==> src/rtl/el2_ifu_ic_dbg_pkg.sv <==
// ---------------------------------------------------------------------------
// el2_ifu_ic_dbg_pkg
//   Shared types and constants for the I-cache debug-port initiator
//   (el2_ifu_ic_dbg_ctl) and its counter sub-block (el2_ifu_ic_dbg_cnt).
//   No ports; contents:
//     IDX_W, DATA_W, TAG_W  : debug index, data word (incl. ECC), tag word widths
//     CNT_W                 : width of the shared latency/timeout down-counter
//     dbg_state_t           : controller FSM states
//     dbg_op_t              : latched operation kind
// ---------------------------------------------------------------------------
package el2_ifu_ic_dbg_pkg;

    localparam int IDX_W  = 9;
    localparam int DATA_W = 71;
    localparam int TAG_W  = 26;
    localparam int CNT_W  = 8;

    typedef enum logic [1:0] {
        IDLE  = 2'd0,
        WAIT  = 2'd1,
        ISSUE = 2'd2,
        RDW   = 2'd3
    } dbg_state_t;

    typedef enum logic {
        RD = 1'b0,
        WR = 1'b1
    } dbg_op_t;

    // Tag reads come back right-aligned and zero-extended to the data word width.
    function automatic logic [DATA_W-1:0] sel_rd_data(
        input logic              tag_array,
        input logic [DATA_W-1:0] data_word,
        input logic [TAG_W-1:0]  tag_word
    );
        logic [DATA_W-1:0] word;
        word = data_word;
        if (tag_array) begin
            word = {{(DATA_W-TAG_W){1'b0}}, tag_word};
        end
        return word;
    endfunction

endpackage

==> src/rtl/el2_ifu_ic_dbg_cnt.sv <==
// ---------------------------------------------------------------------------
// el2_ifu_ic_dbg_cnt
//   Loadable down-counter shared by the read-latency wait and the optional
//   grant-wait timeout. Load wins over decrement; the count saturates at zero.
//   Ports:
//     clock     in   core clock
//     io_rst_l  in   synchronous active-low reset (count -> 0)
//     load      in   load load_val this cycle
//     load_val  in   CNT_W value to load
//     dec       in   decrement by one (ignored at zero)
//     zero      out  count is zero
// ---------------------------------------------------------------------------
module el2_ifu_ic_dbg_cnt
    import el2_ifu_ic_dbg_pkg::*;
(
    input  logic             clock,
    input  logic             io_rst_l,
    input  logic             load,
    input  logic [CNT_W-1:0] load_val,
    input  logic             dec,
    output logic             zero
);

    logic [CNT_W-1:0] count_reg;

    always_ff @(posedge clock) begin
        if (!io_rst_l) begin
            count_reg <= '0;
        end else if (load) begin
            count_reg <= load_val;
        end else if (dec && (count_reg != '0)) begin
            count_reg <= count_reg - 1'b1;
        end
    end

    assign zero = (count_reg == '0);

endmodule

==> src/rtl/el2_ifu_ic_dbg_ctl.sv <==
// ---------------------------------------------------------------------------
// el2_ifu_ic_dbg_ctl
//   Initiator side of the I-cache debug port. Takes one diagnostic read or
//   write request from the TLU, waits until the fetch path releases the
//   arrays (io_ic_busy low), issues a single-cycle access to ic_mem, and
//   returns a one-cycle rd_data_valid / wr_done pulse to the TLU.
//
//   Build option: EL2_IC_DBG_TIMEOUT_EN
//     defined   : grant wait is limited to TMO_CYC cycles; on expiry the
//                 request is abandoned, err pulses and a read also returns
//                 rd_data_valid with zero data.
//     undefined : grant wait is unbounded.
//
//   Parameters: RD_LAT (ic_mem read latency, >=1), TMO_CYC (1..255).
//   Ports:
//     clock, io_rst_l                 clock and synchronous active-low reset
//     io_diag_rd_valid/wr_valid       TLU request pulses
//     io_diag_addr/way/tag_array      request fields
//     io_diag_wr_data                 write data
//     io_ic_busy                      fetch path owns the arrays
//     io_ic_debug_*  (out)            access strobes and fields to ic_mem,
//                                     zero outside the issue cycle
//     io_ic_debug_rd_data (in)        data-array read word from ic_mem
//     io_ictag_debug_rd_data (in)     tag-array read word from ic_mem
//     io_diag_rd_data                 read response, held until next read
//     io_diag_rd_data_valid           one-cycle read completion pulse
//     io_diag_wr_done                 one-cycle write completion pulse
//     io_diag_busy                    controller not idle
//     io_diag_err                     dropped / conflicting / timed-out request
// ---------------------------------------------------------------------------
module el2_ifu_ic_dbg_ctl
    import el2_ifu_ic_dbg_pkg::*;
#(
    parameter int RD_LAT  = 1,
    parameter int TMO_CYC = 255
) (
    input  logic              clock,
    input  logic              io_rst_l,
    input  logic              io_diag_rd_valid,
    input  logic              io_diag_wr_valid,
    input  logic [IDX_W-1:0]  io_diag_addr,
    input  logic [1:0]        io_diag_way,
    input  logic              io_diag_tag_array,
    input  logic [DATA_W-1:0] io_diag_wr_data,
    input  logic              io_ic_busy,
    output logic [IDX_W-1:0]  io_ic_debug_addr,
    output logic              io_ic_debug_rd_en,
    output logic              io_ic_debug_wr_en,
    output logic              io_ic_debug_tag_array,
    output logic [1:0]        io_ic_debug_way,
    output logic [DATA_W-1:0] io_ic_debug_wr_data,
    input  logic [DATA_W-1:0] io_ic_debug_rd_data,
    input  logic [TAG_W-1:0]  io_ictag_debug_rd_data,
    output logic [DATA_W-1:0] io_diag_rd_data,
    output logic              io_diag_rd_data_valid,
    output logic              io_diag_wr_done,
    output logic              io_diag_busy,
    output logic              io_diag_err
);

    // The counter reaches zero on the last cycle of the wait, hence the -1.
    localparam logic [CNT_W-1:0] RD_LOAD  = CNT_W'(RD_LAT - 1);
    localparam logic [CNT_W-1:0] TMO_LOAD = CNT_W'(TMO_CYC - 1);

    dbg_state_t        state_reg, state_next;
    dbg_op_t           op_reg;
    logic [IDX_W-1:0]  addr_reg;
    logic [1:0]        way_reg;
    logic              tag_reg;
    logic [DATA_W-1:0] wdata_reg;
    logic [DATA_W-1:0] rd_data_reg;
    logic              err_reg, err_next;

    logic              take_req;
    logic              any_req;
    logic              cnt_load;
    logic [CNT_W-1:0]  cnt_load_val;
    logic              cnt_dec;
    logic              cnt_zero;
    logic              rd_done;
    logic              tmo_fire;
    logic              in_issue;
    logic              rd_resp;
    logic [DATA_W-1:0] rd_sample;
    logic [DATA_W-1:0] rd_resp_data;

    assign any_req = io_diag_rd_valid | io_diag_wr_valid;

    el2_ifu_ic_dbg_cnt u_cnt (
        .clock    (clock),
        .io_rst_l (io_rst_l),
        .load     (cnt_load),
        .load_val (cnt_load_val),
        .dec      (cnt_dec),
        .zero     (cnt_zero)
    );

    // ------------------------------------------------------------------
    // Next-state logic
    // ------------------------------------------------------------------
    always_comb begin
        state_next   = state_reg;
        take_req     = 1'b0;
        err_next     = 1'b0;
        cnt_load     = 1'b0;
        cnt_load_val = RD_LOAD;
        cnt_dec      = 1'b0;
        rd_done      = 1'b0;
        tmo_fire     = 1'b0;

        case (state_reg)
            IDLE: begin
                // Simultaneous read+write: the read wins, the write is reported.
                err_next = io_diag_rd_valid & io_diag_wr_valid;
                if (any_req) begin
                    take_req = 1'b1;
                    if (io_ic_busy) begin
                        state_next   = WAIT;
                        // Preloads the grant-wait limit; inert unless the
                        // timeout build decrements it.
                        cnt_load     = 1'b1;
                        cnt_load_val = TMO_LOAD;
                    end else begin
                        state_next = ISSUE;
                    end
                end
            end

            WAIT: begin
                err_next = any_req;
                if (!io_ic_busy) begin
                    state_next = ISSUE;
`ifdef EL2_IC_DBG_TIMEOUT_EN
                end else if (cnt_zero) begin
                    state_next = IDLE;
                    tmo_fire   = 1'b1;
                end else begin
                    cnt_dec = 1'b1;
`endif
                end
            end

            ISSUE: begin
                err_next = any_req;
                if (op_reg == RD) begin
                    state_next   = RDW;
                    cnt_load     = 1'b1;
                    cnt_load_val = RD_LOAD;
                end else begin
                    state_next = IDLE;
                end
            end

            RDW: begin
                // io_ic_busy is deliberately ignored: the array read is already in flight.
                err_next = any_req;
                if (cnt_zero) begin
                    state_next = IDLE;
                    rd_done    = 1'b1;
                end else begin
                    cnt_dec = 1'b1;
                end
            end

            default: begin
                state_next = IDLE;
            end
        endcase
    end

    // ------------------------------------------------------------------
    // State and request capture
    // ------------------------------------------------------------------
    always_ff @(posedge clock) begin
        if (!io_rst_l) begin
            state_reg   <= IDLE;
            op_reg      <= RD;
            addr_reg    <= '0;
            way_reg     <= '0;
            tag_reg     <= 1'b0;
            wdata_reg   <= '0;
            rd_data_reg <= '0;
            err_reg     <= 1'b0;
        end else begin
            state_reg <= state_next;
            err_reg   <= err_next;
            if (take_req) begin
                op_reg    <= io_diag_rd_valid ? RD : WR;
                addr_reg  <= io_diag_addr;
                way_reg   <= io_diag_way;
                tag_reg   <= io_diag_tag_array;
                wdata_reg <= io_diag_wr_data;
            end
            if (rd_resp) begin
                rd_data_reg <= rd_resp_data;
            end
        end
    end

    // ------------------------------------------------------------------
    // Outputs
    // ------------------------------------------------------------------
    // Strobes and responses are qualified with io_rst_l so an access caught
    // by reset in its final cycle never produces a response.
    assign in_issue = (state_reg == ISSUE) & io_rst_l;

    assign io_ic_debug_rd_en     = in_issue & (op_reg == RD);
    assign io_ic_debug_wr_en     = in_issue & (op_reg == WR);
    assign io_ic_debug_addr      = in_issue ? addr_reg : '0;
    assign io_ic_debug_way       = in_issue ? way_reg  : '0;
    assign io_ic_debug_tag_array = in_issue & tag_reg;
    assign io_ic_debug_wr_data   = io_ic_debug_wr_en ? wdata_reg : '0;
    assign io_diag_wr_done       = io_ic_debug_wr_en;

    assign rd_sample    = sel_rd_data(tag_reg, io_ic_debug_rd_data, io_ictag_debug_rd_data);
    // A timed-out read completes with zero data.
    assign rd_resp      = io_rst_l & (rd_done | (tmo_fire & (op_reg == RD)));
    assign rd_resp_data = rd_done ? rd_sample : '0;

    // The live word is forwarded in the completion cycle; the register
    // holds it afterwards.
    assign io_diag_rd_data       = rd_resp ? rd_resp_data : rd_data_reg;
    assign io_diag_rd_data_valid = rd_resp;
    assign io_diag_err           = io_rst_l & (err_reg | tmo_fire);
    assign io_diag_busy          = (state_reg != IDLE);

endmodule

==> config.mk <==
export PLATFORM = sky130hd
export DESIGN_NAME = el2_ifu_ic_dbg_ctl
export DESIGN_NICKNAME = d
export VERILOG_FILES = /design/src/rtl/el2_ifu_ic_dbg_pkg.sv /design/src/rtl/el2_ifu_ic_dbg_cnt.sv /design/src/rtl/el2_ifu_ic_dbg_ctl.sv
export SDC_FILE = /design/constraint.sdc
export NUM_CORES = 1
export LEC_CHECK = 0
export CAP_MARGIN = 10
export CORE_AREA = 2 2 135 137
export DETAILED_ROUTE_END_ITERATION = 6
export DIE_AREA = 0 0 137 139
export GPL_TIMING_DRIVEN = 0
export PLACE_DENSITY = 0.79
export SLEW_MARGIN = 30
export SYNTH_ARGS = -nofsm -noshare
export SYNTH_HDL_FRONTEND = slang
export SYNTH_SLANG_ARGS = --single-unit
==> constraint.sdc <==
create_clock -name clock -period 3.5 [get_ports clock]
set_clock_uncertainty 0.2 [all_clocks]
set_input_delay 0.35 -clock clock [delete_from_list [all_inputs] [get_ports clock]]
set_output_delay 0.35 -clock clock [all_outputs]
set_load 0.005 [all_outputs]
==> flow_metrics.env <==
export IMPL_status="finished clean"
export IMPL_synth_area_leaders="dfxtp_1 45%, nand2_1 13%, a21oi_1 11%, and3_1 6.1%, nand3b_1 4.7%"
export IMPL_fmax_mhz=295
export IMPL_clk_latency_ns=0.42
export IMPL_worstSetupEndpointType="primary output"
export IMPL_synth_edf_count=0
export IMPL_synth_ff_type="dfxtp_1"
export IMPL_netlist_instances=941
export IMPL_synth_top_area_frac=0.454
export IMPL_hold_buffers=0
export IMPL_ir_drop_v=0.000313
export IMPL_synth_area_um2=7310
export IMPL_grt_pass1_wl_um=38700
export IMPL_place_hpwl_um=19600
export IMPL_finalSetupViolCount=0
export IMPL_h_tree_depth=4
export IMPL_holdWs_ns=0.199
export IMPL_path_common_cell="buf_6"
export IMPL_grt_pass1_vias=7569
export IMPL_grt_busiest_layer="met2"
export IMPL_pwr_share_comb=0.204
export IMPL_dieWidth_um=137
export IMPL_core_area_um2=17700
export IMPL_power_density_nw_per_um2=428
export IMPL_clock_sinks=166
export IMPL_wire_per_inst_um=16.6
export IMPL_met1_usage=0.329
export IMPL_crit_family="simple AND/OR/NAND/NOR gates"
export IMPL_vias=8002
export IMPL_hold_violations=0
export IMPL_clockBufferDepth=2
export IMPL_grt_util_met3=0.0592
export IMPL_vias_per_cell=5.18
export IMPL_async_reset_ff_frac=0
export IMPL_seq_power_share=0.422
export IMPL_crit_chain="or4_4 -> nor2_4 -> nand4_4 -> inv_4 -> buf_6 -> buf_6 -> nand3b_1 -> nand2_1 -> clkdlybuf4s50_1"
export IMPL_p_total_mw=4.98
export IMPL_use_met2=0.424
export IMPL_drt_iter0_drc=393
export IMPL_cp_max_fo=10
export IMPL_leakagePower_nw=4.75
export IMPL_cts_buffers=17
export IMPL_drive_gt1_frac=0.0516
export IMPL_fin_crit_ns=3.39
export IMPL_cp_slowest_stage_delay_ns=0.58
export IMPL_start_util=0.414
export IMPL_cp_num_buf_inv=4
export IMPL_period_share=0.969
export IMPL_routed_wl_um=25700
export IMPL_syn_area_per_cell_um2=7.77
export IMPL_drt_pass1_iter_count=5
export IMPL_p_sw_frac=0.286
export IMPL_io_pins=345
export IMPL_rsz0062_at_grt="false"
export IMPL_synth_cell_type_count=44
export IMPL_dpl_cell_count=1513
export IMPL_antenna_left=0
export IMPL_ys_warnings_count=0
export IMPL_holdCritPathClass="primary input to flop"
export IMPL_grt_max_degree=17
export IMPL_yosysSeqAreaShare=0.454
export IMPL_p_sw_mw=1.42
export IMPL_setup_tns_ns=0
export IMPL_synth_common_cells="262 x nand2_1, 166 x dfxtp_1, 161 x a21oi_1"
export IMPL_setup_worst_path_start_class="flop"
export IMPL_synth_nets=1128
export IMPL_die_area_um2=19000
export IMPL_overflow=0
export IMPL_pwr_share_clk=0.373
export IMPL_area_delta_synth_final_pct=59.2
export IMPL_row_count=49
export IMPL_nets=1491
export IMPL_gp_congestion=0.841
export IMPL_internal_power_mw=3.56
export IMPL_setup_worst_path_class="flop to primary output"
export IMPL_yosysMostFrequentCell="nand2_1"
export IMPL_cp_slowest_cell="or4_4"
export IMPL_worstPathRequired_ns=2.95
export IMPL_cts_root_buf="clkbuf_16"
export IMPL_drv_cap=0
export IMPL_tritoncts="built"
export IMPL_maxSlewViolCount=0
export IMPL_antenna_found_initial=0
export IMPL_diodes=0
export IMPL_die_y_um=139
export IMPL_ys_seq_elements=166
export IMPL_worstPathArrival_ns=2.84
export IMPL_grt_usage=0.261
export IMPL_fin_cells=1546
export IMPL_relSlewSlack=0.472
export IMPL_tightest_slew_ns=0.792
export IMPL_yosysTopAreaCell="dfxtp_1"
export IMPL_clkTransAtPathRegs_ns=0.06
export IMPL_io_buffers=343
export IMPL_route_detailed_drc=0
export IMPL_fin_util=0.659
## cell families after synthesis
| group | Yosys count | share of synthesized area |
|---|---|---|
| adders and majority gates | 3 | 0.00479 |
| and+or+nand+nor | 452 | 0.295 |
| AOI/OAI and AO/OA | 206 | 0.158 |
| buffers and inverters | 86 | 0.0498 |
| xor gates and xnor gates | 2 | 0.00240 |
| DFF | 166 | 0.454 |
| muxes | 26 | 0.0356 |
## worst reg2reg max path, delay by kind of cell, from the launching register on
| family | cells | cell delay, ns |
|---|---|---|
| buffers and inverters | 4 | 1.14 |
| AND/OR/NAND/NOR | 3 | 0.73 |
| flip-flops | 1 | 0.30 |
| AO/OA/AOI/OAI | 1 | 0.13 |
## cell type report
cell class | count | area, µm²
Buffer | 80 | 354
Clock buffer | 20 | 467
Clock inverter | 12 | 116
Fill cell | 1536 | 6010
Inverter | 6 | 25.0
Multi-Input combinational cell | 689 | 3630
Sequential cell | 166 | 3320
Tap cell | 229 | 287
Timing Repair Buffer | 344 | 3440
## per-layer routing
| layer | wire length, µm | share of wire |
|---|---|---|
| met5 | 0 | 0 |
| met3 | 1540 | 0.060 |
| met2 | 12400 | 0.48 |
| met4 | 804 | 0.031 |
| met1 | 10900 | 0.42 |
## power groups by stage
stage	Clock (mW)	Sequential, mW	Combinational, mW
2_1_floorplan	0	2.12	0.554
3_3_place_gp	0	2.14	0.994
3_5_place_dp	0	2.15	1.01
4_1_cts	1.88	2.10	1.02
5_1_grt	1.95	2.12	1.11
6_report	1.86	2.11	1.02
## through the flow
| stage | worst slack, ns | instance area (µm²) |
|---|---|---|
| 2_1_floorplan | 1.23 | 7310 |
| 4_1_cts | 0.0258 | 11600 |
| 5_1_grt | 0.00530 | 11600 |
| 3_3_place_gp | -0.201 | 11000 |
| 6_report | 0.108 | 11600 |
| 3_5_place_dp | -0.174 | 11000 |
## placed cells by master, fill, tap and decap left out, drive strengths merged, types with 5 or more instances in the layout
master	netlist	routed
and3	71	71
clkbuf	59	81
nand2	262	262
mux2i	26	26
nand3b	46	46
a21oi	161	161
and2	17	17
dfxtp	166	166
buf	21	20
clkdlybuf4s50	0	343
clkinv	0	5
inv	6	11
nor2	37	37
a211oi	30	30
## final timing paths
check	start	to	slack (ns)	depth (start not counted)
worst max-delay path	u_cnt.count_reg[2]	io_diag_rd_data[56]	0.11	9
worst min-delay path	io_rst_l	u_cnt.count_reg[1]	0.20	2
worst max register to register	state_reg[0]	addr_reg[7]	0.95	8
worst min register to register	addr_reg[1]	addr_reg[1]	0.25	2
## timing repair
item / 4_1_cts / 5_1_grt
setup buffers: 1 / 0
gates resized for setup: 4 / 7
endpoints found under the setup margin: 46 / 56
No activity file was read; power rests on OpenSTA's default activity.
